$ cat config.mk
export PLATFORM = sky130hd
export DESIGN_NAME = tap_controller
export DESIGN_NICKNAME = d
export VERILOG_FILES = /design/src/rtl/tap_controller.sv
export SDC_FILE = /design/constraint.sdc
export NUM_CORES = 1
export LEC_CHECK = 0
export CELL_PAD_IN_SITES_DETAIL_PLACEMENT = 0
export CELL_PAD_IN_SITES_GLOBAL_PLACEMENT = 1
export CORE_UTILIZATION = 26
export CTS_CLUSTER_DIAMETER = 30
export DETAILED_ROUTE_END_ITERATION = 7
export PLACE_DENSITY = 0.84
export REMOVE_ABC_BUFFERS = 1
export SYNTH_ARGS = -nofsm -noshare
export SYNTH_HDL_FRONTEND = slang
export SYNTH_SLANG_ARGS = --single-unit
$ cat constraint.sdc
create_clock -name TCK -period 1.47 [get_ports TCK]
set_clock_uncertainty 0.05 [all_clocks]
set_input_delay 0.3675 -clock TCK [delete_from_list [all_inputs] [get_ports TCK]]
set_output_delay 0.3675 -clock TCK [all_outputs]
set_load 0.1 [all_outputs]
$ cat src/rtl/tap_controller.sv
// IEEE 1149.1 TAP controller: 16-state TMS-steered FSM on TCK,
// with decoded capture/shift/update strobes and falling-edge test_reset/tdo_en.
module tap_controller (
    input  logic       TCK,
    input  logic       TRST,
    input  logic       TMS,
    output logic [3:0] state,
    output logic       tlr_reset,
    output logic       test_reset,
    output logic       ir_capture,
    output logic       ir_shift,
    output logic       ir_update,
    output logic       dr_capture,
    output logic       dr_shift,
    output logic       dr_update,
    output logic       select_ir,
    output logic       tdo_en
);

    typedef enum logic [3:0] {
        EX2_DR   = 4'h0,
        EX1_DR   = 4'h1,
        SH_DR    = 4'h2,
        PAUSE_DR = 4'h3,
        SEL_IR   = 4'h4,
        UPD_DR   = 4'h5,
        CAP_DR   = 4'h6,
        SEL_DR   = 4'h7,
        EX2_IR   = 4'h8,
        EX1_IR   = 4'h9,
        SH_IR    = 4'hA,
        PAUSE_IR = 4'hB,
        RTI      = 4'hC,
        UPD_IR   = 4'hD,
        CAP_IR   = 4'hE,
        TLR      = 4'hF
    } tap_state_t;

    tap_state_t cur;

    always_ff @(posedge TCK or negedge TRST) begin
        if (!TRST) begin
            cur <= TLR;
        end else begin
            case (cur)
                TLR:      cur <= TMS ? TLR    : RTI;
                RTI:      cur <= TMS ? SEL_DR : RTI;
                SEL_DR:   cur <= TMS ? SEL_IR : CAP_DR;
                CAP_DR:   cur <= TMS ? EX1_DR : SH_DR;
                SH_DR:    cur <= TMS ? EX1_DR : SH_DR;
                EX1_DR:   cur <= TMS ? UPD_DR : PAUSE_DR;
                PAUSE_DR: cur <= TMS ? EX2_DR : PAUSE_DR;
                EX2_DR:   cur <= TMS ? UPD_DR : SH_DR;
                UPD_DR:   cur <= TMS ? SEL_DR : RTI;
                SEL_IR:   cur <= TMS ? TLR    : CAP_IR;
                CAP_IR:   cur <= TMS ? EX1_IR : SH_IR;
                SH_IR:    cur <= TMS ? EX1_IR : SH_IR;
                EX1_IR:   cur <= TMS ? UPD_IR : PAUSE_IR;
                PAUSE_IR: cur <= TMS ? EX2_IR : PAUSE_IR;
                EX2_IR:   cur <= TMS ? UPD_IR : SH_IR;
                UPD_IR:   cur <= TMS ? SEL_DR : RTI;
                default:  cur <= TLR;
            endcase
        end
    end

    assign state      = cur;
    assign tlr_reset  = (cur == TLR);
    assign ir_capture = (cur == CAP_IR);
    assign ir_shift   = (cur == SH_IR);
    assign ir_update  = (cur == UPD_IR);
    assign dr_capture = (cur == CAP_DR);
    assign dr_shift   = (cur == SH_DR);
    assign dr_update  = (cur == UPD_DR);

    // SEL_IR is the only IR-column state whose code lacks bit 3
    assign select_ir  = cur[3] ? (cur != RTI && cur != TLR)
                               : (cur == SEL_IR);

    // Falling-edge copies so TDO only ever moves on negedge TCK
    always_ff @(negedge TCK or negedge TRST) begin
        if (!TRST) begin
            test_reset <= 1'b1;
            tdo_en     <= 1'b0;
        end else begin
            test_reset <= (cur == TLR);
            tdo_en     <= (cur == SH_IR) || (cur == SH_DR);
        end
    end

endmodule

[Yosys cells after proc, flatten, opt, wreduce, memory -nomap -nowiden]
Index checks and enable logic that the tools add are counted.
Storage, ports and cells
  register bits after elaboration: 6
  latch bits: 0
  memory bits (writable): 0
  memory bits (read-only): 0
  input port bits: 3
  memories: 0
Cells by class
  add/subtract/negate cells: 0
  multipliers: 0
  divide/modulo/power cells: 0
  magnitude comparators: 0
  equal/unequal tests: 17
  shift-type cells: 0
  mux-type cells: 14
  bitwise operators: 0
  reductions and logical operators: 6
Operators with widths (number)
  one-hot mux 4 bit (12 select lines): 1
  == test 4 bit (second input constant): 8
  == test 4 x 3 -> 1 bit (second input constant): 4
  2-to-1 mux 2 bit: 6
  2-to-1 mux 3 bit: 4
  == test 4 x 2 -> 1 bit (second input constant): 2
  inequality test 4 bit (second input constant): 2
  == test 4 x 1 -> 1 bit (second input constant): 1
  zero test 4 bit: 1
  2-to-1 mux 4 bit: 1
  OR reduction 2 bit: 2
  OR reduction 3 bit: 1
  2-to-1 mux 1 bit: 2
  logical AND 1 bit: 1
  logical OR 1 bit: 1

[Logic depth before layout (Yosys ltp)]
  depth after elaboration: 3
  mapped depth: 4

==> flow_metrics.tcl <==
set metrics [dict create \
    outcome "complete, but fails checks" \
    violations "negative setup slack" \
    antenna_cells 0 \
    final_cell_area_mm2 0.00109 \
    rsz0062_at_grt "yes" \
    worstSetupPathType "flop to primary output" \
    crit_fanout 1 \
    netlist_instances 42 \
    area_delta_synth_final_pct 199 \
    nets 89 \
    grt_pass1_wl_mm 2.25 \
    clk_path_buf_depth 2 \
    die_w_um 39.4 \
    endpoint_kind "primary output" \
    numCtsBuffers 3 \
    reg2regPathDepth 4 \
    synth_compound_gate_area_share_pct 14.8 \
    yosysWarnings 0 \
    crit_path_top_delay_cell "dfstp_2" \
    hold_buffers 0 \
    die_y_um 39.4 \
    seq_area_um2 156 \
    critPathMaxStageDelay_ns 0.53 \
    overflow 0 \
    slew_viol_final 0 \
    drive_gt1_share_pct 80.0 \
    synth-xor-area-share_pct 0 \
    maxCapViolCount 0 \
    worst_setup_path_start_kind "flop" \
    ant_nets 0 \
    grt_pass1_vias 498 \
    grt_max_degree 7 \
    multi_input_area_um2 290 \
    maxSlewHeadroom_pct 87.6 \
    post-route-drc-count 0 \
    synth_area_um2 364 \
    rrSetupSlack_ns -0.33 \
    dieArea_mm2 0.00155 \
    worst_slack_ns -0.691 \
    num_vias 479 \
    dp_hpwl_um 848 \
    crit_chain "buf_12" \
    synth_area_leader_cell "dfstp_2" \
    tritoncts "done" \
    timing.rr.start "state[2]$_DFF_PN1_" \
    synthSimpleGateAreaFrac_pct 25.4 \
    r2r_end "test_reset$_DFF_NN1_" \
    cts_root_buffer "clkbuf_4" \
    core.rowCount 13 \
    yosys.cell_types.count 21 \
    wl_per_cell_um 15.9 \
    synth_most_common_cell "nor2_1" \
    path_buf_inv 1 \
    hold_viol 0 \
    port_buffers 16 \
    ys_seq_area_share_pct 43.0 \
    worstPathRequired_ns 1.05 \
    place_congestion 0.780 \
    synth_top_area_share_pct 36.1 \
    synthTopCellsByArea "dfstp_2 36%, dfrtn_1 6.9%, nand2b_1 6.9%" \
    htree_levels 1 \
    clk_latency_ns 0.27 \
    ys_ff_latch 6 \
    io_pins 17 \
    cts.clk_slew.worst_paths_ns 0.06 \
    vias_per_cell 4.79 \
    setup_viol 17 \
    design.core.area_mm2 0.00130 \
    synth_ff_type "dfstp_2" \
    antenna_found_initial 0 \
    initial_core_util_pct 28.0 \
    dr.first_iter.drc_count 11 \
    synth.top_cells.by_count "6 x nor2_1, 5 x dfstp_2, 5 x nand2_1" \
    synth-adder-area-share_pct 0 \
    cp.arrival_ns 1.74 \
    async_reset_ff_share_pct 100 \
    drt_pass1_iterations 4 \
    cts_sinks 6 \
    min_path_type "input pin to async pin" \
    cp_top_family "flip-flops" \
    grt_usage_pct 22.8 \
    wirelength_mm 1.59 \
    nFillCells 70 \
    syn_area_per_cell_um2 8.67 \
    synthMuxAreaShare_pct 5.84 \
    worst_pin_slew_ns 0.183 \
    synth_top_family_by_area "simple AND/OR/NAND/NOR gates" \
    placed_area_um2 759 \
    synth_edf_count 0 \
]
==> routing by layer <==
metal	vias to the layer above	routed length [um]	track usage, %
met2	16	860	36.5
met5	-	0	0
met3	6	40	4.55
li1	223	-	-
met1	234	625	25.4
met4	0	61	19.0
==> how the worst max path moves through the flow <==
stage,endpoint,slack [ns],cells after the start,startpoint
2_1_floorplan,dr_shift,-2.13,2,state[1]$_DFF_PN1_
3_3_place_gp,test_reset,-0.37,1,test_reset$_DFF_NN1_
3_5_place_dp,test_reset,-0.37,1,test_reset$_DFF_NN1_
4_1_cts,test_reset,-0.70,1,test_reset$_DFF_NN1_
5_1_grt,test_reset,-0.73,1,test_reset$_DFF_NN1_
6_report,test_reset,-0.69,1,test_reset$_DFF_NN1_
==> timing repair <==
item / 4_1_cts / 5_1_grt
gates resized for setup: 31 / 17
pin swaps: 6 / 4
setup buffers: 9 / 8
endpoints found under the setup margin: 16 / 17
==> layout make-up <==
type	count	area share, %
inverters	2	0.689
multi-input cells	29	26.6
repair buffers	43	53.8
clock buffers	4	2.41
well taps	15	1.72
flip-flops and latches	6	14.4
clock inverters	1	0.344
==> cell families after synthesis <==
kind of cell,Yosys count
and+or+nand+nor,19
AOI/OAI and AO/OA,8
buffers and inverters,7
DFF,6
muxes,2
==> per-stage QoR <==
step	TNS, ns	hold WS, ns	utilization (%)	worst slack, ns	std cells
2_1_floorplan	-15.70	0.170	-	-2.13	38
3_3_place_gp	-2.16	0.627	58.4	-0.371	83
3_5_place_dp	-2.33	0.620	58.4	-0.374	83
4_1_cts	-5.29	0.544	74.7	-0.699	95
5_1_grt	-6.11	0.585	83.8	-0.727	100
6_report	-5.63	0.543	83.8	-0.691	100
==> sequential cells by signal, summed over array words and instances (netlist names) <==
name and cells:
state 4, test_reset 1, tdo_en 1
==> cell usage in the layout, fill, tap and decap left out, types with 2 or more instances in the layout <==
cell type,n
buf_6,17
buf_12,15
buf_4,8
nor2_4,6
dfstp_2,5
nand2b_4,3
inv_1,3
nand2_1,3
clkbuf_4,3
nand2_4,2
o21ai_0,2
clkdlybuf4s50_1,2
Power is not shown: default switching activity piles up to over one toggle a cycle in this logic, so the estimate is an artifact.
